`config.mk`:
```
export PLATFORM = sky130hd
export DESIGN_NAME = sprite_draw_scheduler
export DESIGN_NICKNAME = d
export VERILOG_FILES = /design/src/rtl/sprite_pkg.sv /design/src/rtl/sprite_draw_scheduler_table.sv /design/src/rtl/sprite_draw_scheduler.sv
export SDC_FILE = /design/constraint.sdc
export NUM_CORES = 1
export LEC_CHECK = 0
export ABC_AREA = 1
export ABC_CLOCK_PERIOD_IN_PS = 1900
export CORE_MARGIN = 4
export CORE_UTILIZATION = 50
export DETAILED_ROUTE_END_ITERATION = 6
export HOLD_SLACK_MARGIN = 0.06
export PLACE_DENSITY = 0.67
export SYNTH_ARGS = -nofsm -noshare
export SYNTH_HDL_FRONTEND = slang
export SYNTH_SLANG_ARGS = --single-unit
```
`constraint.sdc`:
```
create_clock -name clk_pixel -period 1.9 [get_ports clk_pixel]
set_clock_uncertainty 0.15 [all_clocks]
set_input_delay 0.38 -clock clk_pixel [delete_from_list [all_inputs] [get_ports clk_pixel]]
set_output_delay 0.38 -clock clk_pixel [all_outputs]
set_load 0.005 [all_outputs]
```
`src/rtl/sprite_pkg.sv`:
```
// Shared constants, table entry payload and scheduler state encoding for sprite_draw_scheduler.
package sprite_pkg;

  localparam int unsigned MAX_SPRITES   = 16;
  localparam int unsigned CANVAS_WIDTH  = 360;
  localparam int unsigned CANVAS_HEIGHT = 720;
  localparam int unsigned NUM_FRAMES    = 18;
  localparam int unsigned FCW           = 6;

  localparam int unsigned IW = $clog2(MAX_SPRITES);
  localparam int unsigned XW = $clog2(CANVAS_WIDTH);
  localparam int unsigned YW = $clog2(CANVAS_HEIGHT);
  localparam int unsigned FW = $clog2(NUM_FRAMES);
  localparam int unsigned CW = IW + 1;

  typedef struct packed {
    logic          valid;
    logic [XW-1:0] x;
    logic [YW-1:0] y;
    logic [FW-1:0] frame;
  } sprite_entry_t;

  typedef enum logic [2:0] {
    IDLE,
    SCAN,
    ISSUE,
    HOLD,
    WAIT,
    DONE
  } sched_state_t;

endpackage

```
`src/rtl/sprite_draw_scheduler_table.sv`:
```
// Sprite entry storage: one synchronous write port, one combinational read port.
module sprite_draw_scheduler_table
  import sprite_pkg::*;
(
  input  logic          clk,
  input  logic          rst_n,
  input  logic          we,
  input  logic [IW-1:0] waddr,
  input  sprite_entry_t wdata,
  input  logic [IW-1:0] raddr,
  output sprite_entry_t rdata_c
);

  sprite_entry_t mem_q [MAX_SPRITES];

  // Entry write; reset clears every entry including its valid bit.
  always_ff @(posedge clk or negedge rst_n) begin
    if (!rst_n) begin
      for (int i = 0; i < int'(MAX_SPRITES); i++) begin
        mem_q[i] <= '0;
      end
    end else if (we) begin
      mem_q[waddr] <= wdata;
    end
  end

  assign rdata_c = mem_q[raddr];

endmodule

```
`src/rtl/sprite_draw_scheduler.sv`:
```
// Walks the sprite table once per frame and hands valid entries to the renderer.
// Optional overrun counters are built when SPRITE_SCHED_OVERRUN_EN is defined.
module sprite_draw_scheduler
  import sprite_pkg::*;
(
  input  logic           clk_pixel,
  input  logic           sys_rst_n,
  input  logic [FCW-1:0] frame_count,
  input  logic           tbl_we,
  input  logic [IW-1:0]  tbl_addr,
  input  logic           tbl_valid,
  input  logic [XW-1:0]  tbl_x,
  input  logic [YW-1:0]  tbl_y,
  input  logic [FW-1:0]  tbl_frame,
  input  logic           gfx_ready,
  output logic           sprite_valid,
  output logic [XW-1:0]  sprite_x,
  output logic [YW-1:0]  sprite_y,
  output logic [FW-1:0]  sprite_frame_number,
  output logic           busy,
  output logic           pass_done,
  output logic [CW-1:0]  sprites_drawn
`ifdef SPRITE_SCHED_OVERRUN_EN
  ,
  output logic [7:0]     overrun_count,
  output logic           overrun_flag
`endif
);

  localparam logic [IW-1:0] LAST_IDX = IW'(MAX_SPRITES - 1);

  sched_state_t   state_q, state_d;
  logic [IW-1:0]  idx_q, idx_d;
  logic [CW-1:0]  cnt_q, cnt_d;
  logic [FCW-1:0] prev_fc_q;
  logic           restart_q, restart_d;
  logic           busy_q, busy_d;
  logic           pass_done_q, pass_done_d;
  logic           sprite_valid_q, sprite_valid_d;
  logic [XW-1:0]  sprite_x_q, sprite_x_d;
  logic [YW-1:0]  sprite_y_q, sprite_y_d;
  logic [FW-1:0]  sprite_frame_q, sprite_frame_d;
  logic [CW-1:0]  drawn_q, drawn_d;
  logic           new_frame_c;
  sprite_entry_t  wr_entry_c;
  sprite_entry_t  rd_entry_c;

  assign new_frame_c = (frame_count != prev_fc_q);
  assign wr_entry_c  = '{valid: tbl_valid, x: tbl_x, y: tbl_y, frame: tbl_frame};

  sprite_draw_scheduler_table u_table (
    .clk     (clk_pixel),
    .rst_n   (sys_rst_n),
    .we      (tbl_we),
    .waddr   (tbl_addr),
    .wdata   (wr_entry_c),
    .raddr   (idx_q),
    .rdata_c (rd_entry_c)
  );

  // Pass sequencing: scan, issue, hold, wait for renderer, finish or restart on overrun.
  always_comb begin
    state_d        = state_q;
    idx_d          = idx_q;
    cnt_d          = cnt_q;
    restart_d      = restart_q;
    busy_d         = busy_q;
    pass_done_d    = 1'b0;
    sprite_valid_d = 1'b0;
    sprite_x_d     = sprite_x_q;
    sprite_y_d     = sprite_y_q;
    sprite_frame_d = sprite_frame_q;
    drawn_d        = drawn_q;
    case (state_q)
      IDLE: begin
        if (new_frame_c) begin
          idx_d   = '0;
          cnt_d   = '0;
          busy_d  = 1'b1;
          state_d = SCAN;
        end
      end
      SCAN: begin
        if (new_frame_c) begin
          idx_d = '0;
          cnt_d = '0;
        end else if (rd_entry_c.valid) begin
          sprite_x_d     = rd_entry_c.x;
          sprite_y_d     = rd_entry_c.y;
          sprite_frame_d = rd_entry_c.frame;
          state_d        = ISSUE;
        end else if (idx_q == LAST_IDX) begin
          state_d = DONE;
        end else begin
          idx_d = idx_q + IW'(1);
        end
      end
      ISSUE: begin
        if (new_frame_c) begin
          idx_d   = '0;
          cnt_d   = '0;
          state_d = SCAN;
        end else if (gfx_ready) begin
          sprite_valid_d = 1'b1;
          cnt_d          = cnt_q + CW'(1);
          state_d        = HOLD;
        end
      end
      HOLD: begin
        // Renderer drops ready one cycle after accepting, so ready is not sampled here.
        if (new_frame_c) begin
          restart_d = 1'b1;
        end
        state_d = WAIT;
      end
      WAIT: begin
        if (new_frame_c) begin
          restart_d = 1'b1;
        end
        if (gfx_ready) begin
          if (restart_q || new_frame_c) begin
            idx_d     = '0;
            cnt_d     = '0;
            restart_d = 1'b0;
            state_d   = SCAN;
          end else if (idx_q == LAST_IDX) begin
            state_d = DONE;
          end else begin
            idx_d   = idx_q + IW'(1);
            state_d = SCAN;
          end
        end
      end
      DONE: begin
        pass_done_d = 1'b1;
        drawn_d     = cnt_q;
        if (new_frame_c) begin
          idx_d   = '0;
          cnt_d   = '0;
          state_d = SCAN;
        end else begin
          busy_d  = 1'b0;
          state_d = IDLE;
        end
      end
      default: begin
        state_d = IDLE;
      end
    endcase
  end

  // Scheduler state and registered outputs.
  always_ff @(posedge clk_pixel or negedge sys_rst_n) begin
    if (!sys_rst_n) begin
      state_q        <= IDLE;
      idx_q          <= '0;
      cnt_q          <= '0;
      prev_fc_q      <= '0;
      restart_q      <= 1'b0;
      busy_q         <= 1'b0;
      pass_done_q    <= 1'b0;
      sprite_valid_q <= 1'b0;
      sprite_x_q     <= '0;
      sprite_y_q     <= '0;
      sprite_frame_q <= '0;
      drawn_q        <= '0;
    end else begin
      state_q        <= state_d;
      idx_q          <= idx_d;
      cnt_q          <= cnt_d;
      prev_fc_q      <= frame_count;
      restart_q      <= restart_d;
      busy_q         <= busy_d;
      pass_done_q    <= pass_done_d;
      sprite_valid_q <= sprite_valid_d;
      sprite_x_q     <= sprite_x_d;
      sprite_y_q     <= sprite_y_d;
      sprite_frame_q <= sprite_frame_d;
      drawn_q        <= drawn_d;
    end
  end

  assign sprite_valid        = sprite_valid_q;
  assign sprite_x            = sprite_x_q;
  assign sprite_y            = sprite_y_q;
  assign sprite_frame_number = sprite_frame_q;
  assign busy                = busy_q;
  assign pass_done           = pass_done_q;
  assign sprites_drawn       = drawn_q;

`ifdef SPRITE_SCHED_OVERRUN_EN
  logic       abandon_c;
  logic [7:0] ov_cnt_q, ov_cnt_d;
  logic       ov_flag_q, ov_flag_d;

  // A pass is abandoned once per overrun; a restart already pending is not recounted.
  always_comb begin
    abandon_c = new_frame_c &&
                ((state_q == SCAN) || (state_q == ISSUE) ||
                 (((state_q == HOLD) || (state_q == WAIT)) && !restart_q));
    ov_cnt_d  = ov_cnt_q;
    ov_flag_d = ov_flag_q;
    if (abandon_c) begin
      ov_flag_d = 1'b1;
      if (ov_cnt_q != 8'hFF) begin
        ov_cnt_d = ov_cnt_q + 8'd1;
      end
    end
  end

  // Overrun statistics registers.
  always_ff @(posedge clk_pixel or negedge sys_rst_n) begin
    if (!sys_rst_n) begin
      ov_cnt_q  <= '0;
      ov_flag_q <= 1'b0;
    end else begin
      ov_cnt_q  <= ov_cnt_d;
      ov_flag_q <= ov_flag_d;
    end
  end

  assign overrun_count = ov_cnt_q;
  assign overrun_flag  = ov_flag_q;
`endif

endmodule
```
-- After elaboration in Yosys (flattened, before gate mapping)
Index checks and enable logic that the tools add are counted.
- register bits: 451
- input bits: 39
- output and inout bits: 32
- equal/unequal tests: 17
- magnitude comparators: 3
- reduce and logical (&&, ||, !) cells: 14
- bitwise operators: 3
- multiplexer cells: 41
- add/sub/neg operators: 2
- operator list (kind ; number):
    $bwmux W400 ; 1
    $bmux W25 S4 ; 1
    $demux W25 S4 ; 1
    $mux W25 ; 3
    $mux W3 ; 9
    $mux W5 ; 5
    $mux W4 ; 6
    $pmux W3 S6 ; 1
    $pmux W5 S3 ; 1
    $pmux W4 S3 ; 1
    $ge A5 B5 Y1 const B ; 2
    $mux W1 ; 10
    $ne A2 B2 Y1 const B ; 5
    $not A4 Y5 ; 2
    $reduce_and A5 Y1 ; 2
    $ne A3 B3 Y1 const B ; 3
    $eq A3 B2 Y1 const B ; 2
    $eq A3 B3 Y1 const B ; 2
    $ne A6 B6 Y1 ; 1
    $reduce_and A3 Y1 ; 2
    $reduce_bool A3 Y1 ; 2
    $reduce_or A3 Y1 ; 2
    $add A5 B1 Y5 const B ; 1
    $lt A5 B1 Y1 const B ; 1
    11 further kinds ; 14

-- Depth between registers and ports, before layout
- depth after elaboration: 7
- gate-level depth with buffers: 12
- gate-level depth less buffers: 12

-- By module
A second synthesis with hierarchy kept.
- cells, all modules: 2867
- area total of the unflattened synthesis: 21569.4 um^2
- modules (own cells, without submodules) (module ; area each (um^2) ; seq. area each (um^2) ; times used ; cells each):
    sprite_draw_scheduler_table ; 19118.3 ; 10009.6 ; 1 ; 2570
    sprite_draw_scheduler ; 2451.1 ; 1276.2 ; 1 ; 297

-- Least setup slack after synthesis
No wires, ideal clock.
- kind: register to register
- start point: register idx_q[0]
- end point: register sprite_x_q[0], in the netlist sprite_x[0]
- stages on the path, launching flop included: 11
- path buffers: 4
- slack: 178 ps
- data arrival time: 1453 ps
- data required time: 1631 ps
- path through: dfrtp_1 buf_6 buf_6 buf_6 buf_4 o21ai_0 o211ai_1 nand3_1 nand2_1 nand2_1 o21ai_2
- longest elaborated chain between the ends: 5
- RTL lines (item ; RTL line ; source):
    start: declaration ; sprite_draw_scheduler.sv:33 ; logic [IW-1:0] idx_q, idx_d;
    start signal: assignment ; sprite_draw_scheduler.sv:169 ; idx_q <= idx_d;
    $not A4 Y5 (not written as such) * ; sprite_draw_scheduler_table.sv:27 ; assign rdata_c = mem_q[raddr];
    $bmux W25 S4 * ; sprite_draw_scheduler_table.sv:27 ;
    $mux W25 (not written as such) * (2 in series) ; sprite_draw_scheduler_table.sv:27 ;
    $reduce_and A3 Y1 (no source line) ; - ;
    end signal: assignment ; sprite_draw_scheduler.sv:176 ; sprite_x_q <= sprite_x_d;
    end: declaration ; sprite_draw_scheduler.sv:40 ; logic [XW-1:0] sprite_x_q, sprite_x_d;
Mark *: on every way between the ends. The rest lies on a longest branch, timed or not. The select of a mux whose other input is x is not followed.
A chain may end at the register's enable or synchronous reset.

-- Worst setup path after layout
- start point: register idx_q[0]
- end point: register sprite_frame_q[3], in the netlist sprite_frame_number[3]
- longest elaborated chain between the ends: 5
- RTL lines (item ; RTL line ; source):
    $not A4 Y5 (not written as such) * ; sprite_draw_scheduler_table.sv:27 ;
    $bmux W25 S4 * ; sprite_draw_scheduler_table.sv:27 ;
    $mux W25 (not written as such) * (2 in series) ; sprite_draw_scheduler_table.sv:27 ;
    $reduce_and A3 Y1 (no source line) ; - ;
    end signal: assignment ; sprite_draw_scheduler.sv:178 ; sprite_frame_q <= sprite_frame_d;
    end: declaration ; sprite_draw_scheduler.sv:42 ; logic [FW-1:0] sprite_frame_q, sprite_frame_d;
Marks and branches as above.

==> results <==
- The clock root buffer is sky130_fd_sc_hd__clkbuf_16.
- The number of antenna diodes is 0.
- The checks that failed: negative setup slack.
- The synthesized net count is 2492.
- The latest clock arrival within the worst-skew pair is 600 ps.
- The worst setup path is of the register to register kind.
- The first-pass detailed-route iteration total is 7.
- After routing, the total negative slack on setup checks comes to -2208 ps.
- The post-synthesis sequential element count is 451.
- The multi-input combinational cell area is 7945 um2.
- The area occupied by registers is 11290 um2.
- The routability congestion estimate from global placement is 0.8238.
- In this run the static leakage power is 11.57 nW.
- The kind of capture point of the worst setup path is a register.
- The count of cell types in the netlist is 36.
- In this run the count of I/O pins placed on the die edge is 71.
- The vertical extent of the die is 209.3 um.
- The clock-pin slew on the worst setup and hold paths is 60 ps.
- The mapped netlist covers 20250 um2.
- The overall overflow remaining after global route is 0.
- The effective utilization at floorplan is 0.5074.
- The number of nets with antenna violations after detailed routing is 0.
- The floorplan die width is 209.3 um.
- The flow ran to the end, but the final reports show violations.
- The area overhead of the layout relative to synthesis is 20.91%.
- On the worst path, the slowest cell contributes a delay of 550 ps.
- The synthesized instance count is 2451.
- For this run, the top clock speed supported by timing is 485.9 MHz.
- The smallest clock period supported by the final layout is computed as 2058 ps.
- Across all layers, the routed design uses 17342 vias.
- The startpoint class of the critical path is a register.
- The highest fanout seen on the critical path is 8.
- Setup violations remaining at the end of the flow were counted as 28.
- The CTS tree is built.
- The H-tree was split into 2 levels.
- The total power after layout is 25.45 mW.
- The largest net degree at the start of global routing is 69.
- The routed via count divided by cell count is 5.596.
- The wire-length estimate of the detail-placed layout is 35320 um.
- The part of the Yosys area used for sequential elements is 0.5572.
- After detailed routing, the number of remaining DRC violations is 0.
- The number of buffers inserted during clock tree synthesis is 49.
- The detailed router's first-iteration violation count is 1715.
- The total count of hold-check failures in the final report is 0.
- Summed over all layers, the routed wires come to 56390 um.
- In this run the tool buffered the top-level ports with 70 buffer cells.
- The final net count is 2582.
- A synthesized cell averages 8.263 um2.
- Across every metal layer, demand over resource in global routing totals 0.2554.
- The count of synthesis-stage warnings from yosys is 0.
- The number of pins with negative max-slew slack in the final report was 0.
- The ratio of total power to cell area is 1039 nW/um2.
- Setup repair after global routing could not meet its margin everywhere.
- The floorplan has 73 rows.
- Fill cells in the final layout number 3389.
- The required time at the worst-slack endpoint is 2220 ps.
- The reg2reg setup slack is -160 ps.
- The post-detailed-route wirelength per cell is 18.20 um.
- The share of the clock period used by the worst path after layout is 1.083.
- In the layout the commonest cells are 609 x sky130_fd_sc_hd__nand2_1, 498 x sky130_fd_sc_hd__o21ai_0, 449 x sky130_fd_sc_hd__dfrtp_1, 258 x sky130_fd_sc_hd__nor2_1, 111 x sky130_fd_sc_hd__a21oi_1.
- The clock drives 451 sinks.
- VDD sags by at most 0.0007185 V.
- The clock passes through at most 3 buffers.
- The most common library cell in the layout ignoring fill and taps is sky130_fd_sc_hd__nand2_1.
- The layout cell share with drive strength beyond 1 is 0.1228.
- The initial antenna violation count is 0.
- The total die area is 43790 um2.
- After floorplanning, the core was sized to cover 39910 um2.
- The arrival time of data at the critical path endpoint is 2380 ps.
- By instance count, the cell type seen most on the critical path is sky130_fd_sc_hd__nand2_1.
- In the post-route analysis, the smallest setup slack over all paths is -158.2 ps.
- The worst-case headroom to the max-slew limit is 0.6821.
- The first global-routing pass estimated 91040 um of wire.
- The max-cap check violation count is 0.
- The path class of the tightest hold or removal check is input port to register.
- The critical path goes through buf_12 > o21ai_1 > nand2_1 > nand3_2 > nand3_2 > nand2_2 > nand3_4 > buf_12 > clkbuf_16 > nand2_1 > nand2_1.
- The number of global-route vias before repair came to 16872.
- For the pin with the worst max-slew slack, the measured transition is 476.3 ps.
- The slowest cell on the critical path is sky130_fd_sc_hd__dfrtp_4.
-- cell type report --
class | instances | share of cell area
Clock buffer | 72 | 0.06024
Multi-Input combinational cell | 1720 | 0.3244
Sequential cell | 451 | 0.4612
Tap cell | 525 | 0.02682
Inverter | 91 | 0.01436
Clock inverter | 12 | 0.004087
Timing Repair Buffer | 228 | 0.1089
-- stage by stage --
step	hold WS [ps]	utilization	setup WS, ps	cells	cell area [um2]
floorplan	-65.59	-	177.5	2451	20250
global placement	190.0	0.5665	-336.0	3002	22610
detailed placement	184.7	0.5665	-383.7	3002	22610
CTS	125.7	0.6071	-80.41	3094	24230
global route	137.7	0.6135	-207.7	3099	24490
finish	156.0	0.6135	-158.2	3099	24490
-- cell families (layout without fill, tap and decap cells) --
group	Yosys count	after routing	synth area share
fa+ha+maj	2	2	0.001235
simple gates	1018	1018	0.1989
buf+inv	280	403	0.06029
compound gates	698	698	0.1815
xor+xnor	2	2	0.0008650
flops	451	451	0.5572
-- routing by layer --
| layer | routed length [um] | GRT usage |
|---|---|---|
| met1 | 24840 | 0.3616 |
| met2 | 26170 | 0.4059 |
| met3 | 4002 | 0.05097 |
| met4 | 1376 | 0.07201 |
| met5 | 0 | 0 |
-- flip-flops by register name (all words and copies together), names as in the netlist --
| register | count |
|---|---|
| u_table.mem_q | 400 |
| sprite_y | 10 |
| sprite_x | 9 |
| prev_fc_q | 6 |
| cnt_q | 5 |
| sprite_frame_number | 5 |
| sprites_drawn | 5 |
| idx_q | 4 |
| state_q | 3 |
| busy | 1 |
| pass_done | 1 |
| restart_q | 1 |
| sprite_valid | 1 |
-- power breakdown --
group	internal, mW	switching [mW]	total (mW)
Clock	5.48	3.83	9.31
Combinational	1.54	2.06	3.61
Sequential	11.5	1.01	12.5
Total	18.5	6.91	25.5
-- Yosys cell counts, drive strengths merged --
library cell	n	area [um2]
o221ai	10	87.58
a21oi	111	555.5
dfrtp	451	11290
o21ai	525	2669
nor2	262	993.5
clkbuf	128	480.5
nand3	85	447.9
a211oi	2	15.01
or2	2	12.51
xor2	2	17.52
buf	61	399.1
o22ai	15	93.84
o21bai	1	7.510
nor3	6	46.30
clkinv	1	3.750
nand3b	1	7.510
ha	2	25.02
nand2	649	2439
inv	90	337.8
o211ai	28	210.2
and3	1	6.260
nand4	12	75.07
a31oi	6	37.54
-- worst paths after layout --
check | start | end | depth (start not counted)
worst max-delay path | idx_q[0]$_DFFE_PN0P_ | sprite_frame_number[3]$_DFFE_PN0P_ | 11
worst min-delay path | frame_count[3] | prev_fc_q[3]$_DFF_PN0_ | 1
worst max register to register | idx_q[0]$_DFFE_PN0P_ | sprite_frame_number[3]$_DFFE_PN0P_ | 11
worst min register to register | sprites_drawn[2]$_DFFE_PN0P_ | sprites_drawn[2]$_DFFE_PN0P_ | 2
max in group asynchronous | sys_rst_n | u_table.mem_q[6]$_DFFE_PN0P_ | 3
min in group asynchronous | sys_rst_n | u_table.mem_q[239]$_DFFE_PN0P_ | 2
-- worst max-delay path, delay by kind of cell, from the launching register on --
family	cells	cell delay [ps]
compound gates	1	140
flops	1	550
simple gates	7	590
buf+inv	3	520
-- what timing repair did --
item / in CTS / in global routing
cloned: 0 / 3
setup buffers: 7 / 2
gates resized for setup: 42 / 57
hold endpoints to repair: 451 / 0
pin swaps: 1 / 19
endpoints found under the setup margin: 60 / 31
hold buffers: 1 / 0
(Power assumes the default switching activity.)
